===== src/rtl/timed_onehot_decoder_pkg.sv =====
// ============================================================================
// Module  : timed_onehot_decoder_pkg
// Brief   : State encodings and request-mode constants for the timed decoder.
// Revision: 1.0  initial release
// ============================================================================
`default_nettype none

package timed_onehot_decoder_pkg;

  typedef enum logic [1:0] {
    ST_IDLE  = 2'd0,
    ST_DRIVE = 2'd1,
    ST_HOLD  = 2'd2,
    ST_GAP   = 2'd3
  } state_t;

  localparam logic MODE_PULSE = 1'b0;
  localparam logic MODE_LATCH = 1'b1;

endpackage

`default_nettype wire


===== src/rtl/onehot_decode.sv =====
// ============================================================================
// Module  : onehot_decode
// Brief   : Combinational address-to-one-hot decoder with out-of-range flag.
// Revision: 1.0  initial release
// ============================================================================
`default_nettype none

module onehot_decode #(
  parameter int ADDR_WIDTH = 2,
  parameter int NUM_OUT    = 4
) (
  input  logic [ADDR_WIDTH-1:0] i_addr,
  input  logic                  i_en,
  output logic [NUM_OUT-1:0]    o_onehot,
  output logic                  o_oor
);

  assign o_oor = (32'(i_addr) >= 32'(NUM_OUT));

  // An out-of-range address matches no bit, so the vector stays all-zero.
  for (genvar i = 0; i < NUM_OUT; i++) begin : g_bit
    assign o_onehot[i] = i_en & (i_addr == ADDR_WIDTH'(i));
  end

endmodule

`default_nettype wire


===== src/rtl/timed_onehot_decoder.sv =====
// ============================================================================
// Module  : timed_onehot_decoder
// Brief   : Registered one-hot decoder with pulse/latch drive and blanking gaps.
// Revision: 1.0  initial release
// ============================================================================
`default_nettype none

module timed_onehot_decoder
  import timed_onehot_decoder_pkg::*;
#(
  parameter int ADDR_WIDTH = 2,
  parameter int NUM_OUT    = 4,
  parameter int CNT_W      = 4,
  parameter int GAP_CYCLES = 1
) (
  input  logic                  clk,
  input  logic                  rst_n,
  input  logic                  enable,
  input  logic                  clear,
  input  logic                  req_valid,
  input  logic [ADDR_WIDTH-1:0] req_addr,
  input  logic                  req_mode,
  input  logic [CNT_W-1:0]      req_len,
  output logic                  req_ready,
  output logic [NUM_OUT-1:0]    out,
  output logic                  busy,
  output logic                  err_addr
);

  localparam int               c_gap_w    = (GAP_CYCLES > 1) ? $clog2(GAP_CYCLES) : 1;
  localparam logic [c_gap_w-1:0] c_gap_load = c_gap_w'((GAP_CYCLES > 0) ? GAP_CYCLES - 1 : 0);

  state_t                  r_state;
  logic [NUM_OUT-1:0]      r_out;
  logic                    r_err;
  logic [CNT_W-1:0]        r_cnt;
  logic [c_gap_w-1:0]      r_gap;
  logic                    r_pend;
  logic [ADDR_WIDTH-1:0]   r_pend_addr;
  logic                    r_pend_mode;
  logic [CNT_W-1:0]        r_pend_len;

  logic                    w_ready;
  logic                    w_accept;
  logic [ADDR_WIDTH-1:0]   w_sel_addr;
  logic                    w_sel_mode;
  logic [CNT_W-1:0]        w_sel_len;
  logic [CNT_W-1:0]        w_sel_cnt;
  logic [NUM_OUT-1:0]      w_onehot;
  logic                    w_oor;
  logic                    w_same;

  assign w_ready  = enable & ~clear & ((r_state == ST_IDLE) | (r_state == ST_HOLD));
  assign w_accept = req_valid & w_ready;

  // One decoder serves both paths: the pending request is only launched from GAP.
  assign w_sel_addr = (r_state == ST_GAP) ? r_pend_addr : req_addr;
  assign w_sel_mode = (r_state == ST_GAP) ? r_pend_mode : req_mode;
  assign w_sel_len  = (r_state == ST_GAP) ? r_pend_len  : req_len;
  assign w_sel_cnt  = (w_sel_len == '0) ? '0 : w_sel_len - 1'b1;

  onehot_decode #(
    .ADDR_WIDTH (ADDR_WIDTH),
    .NUM_OUT    (NUM_OUT)
  ) u_decode (
    .i_addr   (w_sel_addr),
    .i_en     (1'b1),
    .o_onehot (w_onehot),
    .o_oor    (w_oor)
  );

  assign w_same = (w_onehot == r_out);

  always_ff @(posedge clk or negedge rst_n) begin
    if (!rst_n) begin
      r_state     <= ST_IDLE;
      r_out       <= '0;
      r_err       <= 1'b0;
      r_cnt       <= '0;
      r_gap       <= '0;
      r_pend      <= 1'b0;
      r_pend_addr <= '0;
      r_pend_mode <= 1'b0;
      r_pend_len  <= '0;
    end else begin
      r_err <= 1'b0;
      if (!enable) begin
        r_state <= ST_IDLE;
        r_out   <= '0;
        r_cnt   <= '0;
        r_gap   <= '0;
        r_pend  <= 1'b0;
      end else if (clear && ((r_state == ST_DRIVE) || (r_state == ST_HOLD))) begin
        r_out  <= '0;
        r_cnt  <= '0;
        r_pend <= 1'b0;
        r_gap  <= c_gap_load;
        r_state <= (GAP_CYCLES > 0) ? ST_GAP : ST_IDLE;
      end else begin
        case (r_state)
          ST_IDLE: begin
            if (w_accept) begin
              if (w_oor) begin
                r_err <= 1'b1;
              end else begin
                r_out   <= w_onehot;
                r_cnt   <= w_sel_cnt;
                r_state <= (w_sel_mode == MODE_LATCH) ? ST_HOLD : ST_DRIVE;
              end
            end
          end
          ST_HOLD: begin
            if (w_accept) begin
              if (w_oor) begin
                r_err <= 1'b1;
              end else if (w_same || (GAP_CYCLES == 0)) begin
                r_out   <= w_onehot;
                r_cnt   <= w_sel_cnt;
                r_state <= (w_sel_mode == MODE_LATCH) ? ST_HOLD : ST_DRIVE;
              end else begin
                // Break before make: blank now, launch the new code after the gap.
                r_out       <= '0;
                r_pend      <= 1'b1;
                r_pend_addr <= req_addr;
                r_pend_mode <= req_mode;
                r_pend_len  <= req_len;
                r_gap       <= c_gap_load;
                r_state     <= ST_GAP;
              end
            end
          end
          ST_DRIVE: begin
            if (r_cnt == '0) begin
              r_out   <= '0;
              r_gap   <= c_gap_load;
              r_state <= (GAP_CYCLES > 0) ? ST_GAP : ST_IDLE;
            end else begin
              r_cnt <= r_cnt - 1'b1;
            end
          end
          ST_GAP: begin
            if (r_gap == '0) begin
              if (r_pend) begin
                r_pend  <= 1'b0;
                r_out   <= w_onehot;
                r_cnt   <= w_sel_cnt;
                r_state <= (w_sel_mode == MODE_LATCH) ? ST_HOLD : ST_DRIVE;
              end else begin
                r_state <= ST_IDLE;
              end
            end else begin
              r_gap <= r_gap - 1'b1;
            end
          end
          default: r_state <= ST_IDLE;
        endcase
      end
    end
  end

  assign req_ready = w_ready;
  assign out       = r_out;
  assign busy      = (r_state != ST_IDLE);
  assign err_addr  = r_err;

endmodule

`default_nettype wire


===== config.mk =====
export PLATFORM = sky130hd
export DESIGN_NAME = timed_onehot_decoder
export DESIGN_NICKNAME = d
export VERILOG_FILES = /design/src/rtl/timed_onehot_decoder_pkg.sv /design/src/rtl/onehot_decode.sv /design/src/rtl/timed_onehot_decoder.sv
export SDC_FILE = /design/constraint.sdc
export NUM_CORES = 1
export LEC_CHECK = 0
export CAP_MARGIN = 20
export CORE_ASPECT_RATIO = 0.75
export CORE_MARGIN = 1.5
export CORE_UTILIZATION = 58
export DETAILED_ROUTE_END_ITERATION = 8
export GPL_TIMING_DRIVEN = 0
export PLACE_DENSITY = 0.85
export REMOVE_ABC_BUFFERS = 1
export SYNTH_ARGS = -nofsm -noshare
export SYNTH_HDL_FRONTEND = slang
export SYNTH_SLANG_ARGS = --single-unit

===== constraint.sdc =====
create_clock -name clk -period 7.2 [get_ports clk]
set_input_delay 1.44 -clock clk [delete_from_list [all_inputs] [get_ports clk]]
set_output_delay 1.44 -clock clk [all_outputs]
set_load 0.01 [all_outputs]

==> reports/metrics.cfg <==
[grt]
met3_usage=0.0540
grt_antenna_before_repair=0
grt_remaining_overflow=0
grt_pass1_wl_mm=5.09
grt_busiest_layer=met2
met1_usage=0.314
use_met2=0.448
grt_max_degree=22
grt_pass1_vias=1180
grt.total_usage=0.251

[final_layout]
diodes=0
drive_above_1_share=0.0520
fin_cells=207
syn_to_final_growth_pct=15.4
final_common_cell=dfrtp_1
final_nets=196
final_cell_mix=dfrtp_1, clkdlybuf4s50_1, nand2_1, inv_1

[detailed_routing]
wirelength_mm=3.06
drc=0
num_vias=1222
drt-vias-per-instance=5.90
firstDrtPassIters=4
postRouteAntennaNets=0
wl_per_cell_um=14.8
drt-initial-drc-count=72

[worst_setup_path]
cp_slowest_cell=clkdlybuf4s50_1
crit_chain=clkdlybuf4s50_1 -> nor3b_1 -> clkdlybuf4s50_1
critical_path_peak_fanout=7
critPathMaxStageDelay_ns=0.59
crit_type=primary input to output pin
cp-start-kind=primary input
worst_ep_required_time_ns=5.76
arrival_ns=2.90
cpMostUsedCell=clkdlybuf4s50_1
endpoint_kind=output pin

[sta]
period_minus_slack_ns=4.34
clock.fmax_mhz=230
finalMaxSlewViolations=0
setup_viol=0
period_share=0.603
tns_ns=0
rsz0062_at_grt=no
relSlewSlack=0.445
worstMarginPinSlew_ns=0.830
finClkSkew_ns=0.00890
finalHoldViolations=0

[synth]
syn-cell-area_mm2=0.00139
synth_edf_count=0
ys_seq_area_frac=0.324
synth_top_flop_cell=dfrtp_1
avgSynthCellArea_um2=8.79
yosysUniqueCellTypes=44
yosysWarnings=0
synthArstFlopShare=1.00
ys_ff_latch=18
syn_inst=158

[cts]
clkTransAtPathRegs_ns=0.10
cts_repair_resize_count=0
worst_skew_pair.late_latency_ns=0.31
cts-buffers-inserted=3
h-tree-depth=1
cts_tree=built
cts_buffer_depth=2
cts.sinks=18
cts_hold_buf=0
cts_root_buffer=clkbuf_4
post-cts-setup-buffers=0

[die]
die-area_mm2=0.00270
fp.dieW_um=59.5
die_height_um=45.4
fp.coreArea_mm2=0.00229
rows=15
start_util=0.607
pin_count=19

[placement]
place_hpwl_mm=2.27
port_buffers=17
place_congestion=0.843
dpl.cell_count=203

[outcome]
status=complete, no violations

[flow_run]
maxCapViolCount=0

[min_path]
worstHoldPathType=flip-flop to flip-flop

[pwr]
ir_drop_uv=180
power_density_mw_per_mm2=351
leakage_uw=0.000692

## cells by family (layout without fill, tap and decap cells)
group / after synthesis / in the layout / synth area share
simple gates: 56 / 56 / 0.208
compound gates: 36 / 36 / 0.174
flops: 18 / 18 / 0.324
buf+inv: 17 / 32 / 0.0550
mux: 14 / 14 / 0.108
fa+ha+maj: 10 / 10 / 0.0901
xor+xnor: 6 / 6 / 0.0378
other cells: 1 / 1 / 0.00270
## registers in the layout, summed over array words and instances (netlist names)
signal / cells
r_pend_addr: 2
r_pend: 1
out: 4
r_state: 2
r_pend_mode: 1
r_pend_len: 4
r_cnt: 4
## worst paths after layout
path / startpoint / endpoint / slack (ns) / depth (start not counted)
min in group asynchronous: rst_n / r_cnt[1] / 1.60 / 1
worst max-delay path: enable / req_ready / 2.86 / 3
worst max register to register: r_state[0] / r_pend_len[1] / 4.12 / 7
worst min-delay path: out[3] / out[3] / 0.53 / 2
worst min register to register: out[3] / out[3] / 0.53 / 2
max in group asynchronous: rst_n / r_pend_len[2] / 5.08 / 1
## per-stage QoR
step | area [um^2] | util | total power [uW] | setup WS, ns | hold slack, ns
floorplan | 1350 | - | 400 | 3.97 | 0.482
global placement | 1570 | 0.684 | 472 | 2.95 | 0.497
detailed placement | 1570 | 0.684 | 490 | 2.87 | 0.508
CTS | 1600 | 0.700 | 559 | 2.86 | 0.540
global route | 1600 | 0.700 | 608 | 2.77 | 0.564
finish | 1600 | 0.700 | 562 | 2.86 | 0.531
## layer usage
metal  part of all wire  up-vias
li1                   -      597
met1               0.45      568
met2               0.47       47
met3              0.058       10
met4              0.017        0
met5                  0        -
## critical path, delay by kind of cell
family / cells / cell delay, ns
buffers and inverters: 2 / 1.17
AND/OR/NAND/NOR: 1 / 0.28
## layout make-up
type | count | area, um^2
Multi-Input combinational cell | 123 | 862
Fill cell | 196 | 687
Sequential cell | 18 | 450
Timing Repair Buffer | 17 | 170
Tap cell | 34 | 42.5
Inverter | 11 | 41.3
Clock buffer | 4 | 36.3
## synth_stat cells, types with 2 or more instances
master,count,area share
mux2_1,7,0.057
inv_1,11,0.030
nor3b_1,4,0.022
nor4_1,4,0.018
nor2_1,10,0.027
nand3_1,2,0.0072
a31oi_1,3,0.014
mux2i_1,6,0.043
clkbuf_1,3,0.0081
dfrtp_1,18,0.32
o21ai_0,7,0.025
a22o_1,4,0.025
a21oi_1,10,0.036
xnor2_1,5,0.032
ha_1,10,0.090
nor3_1,10,0.036
nand2b_1,2,0.0090
nand2_1,16,0.043
## where the power goes
group	switching, uW	total (uW)	internal [uW]
sequential	35.6	172	137
clock	34.2	65.1	30.9
combinational	186	325	139
total	256	562	306
(Power assumes the default switching activity.)
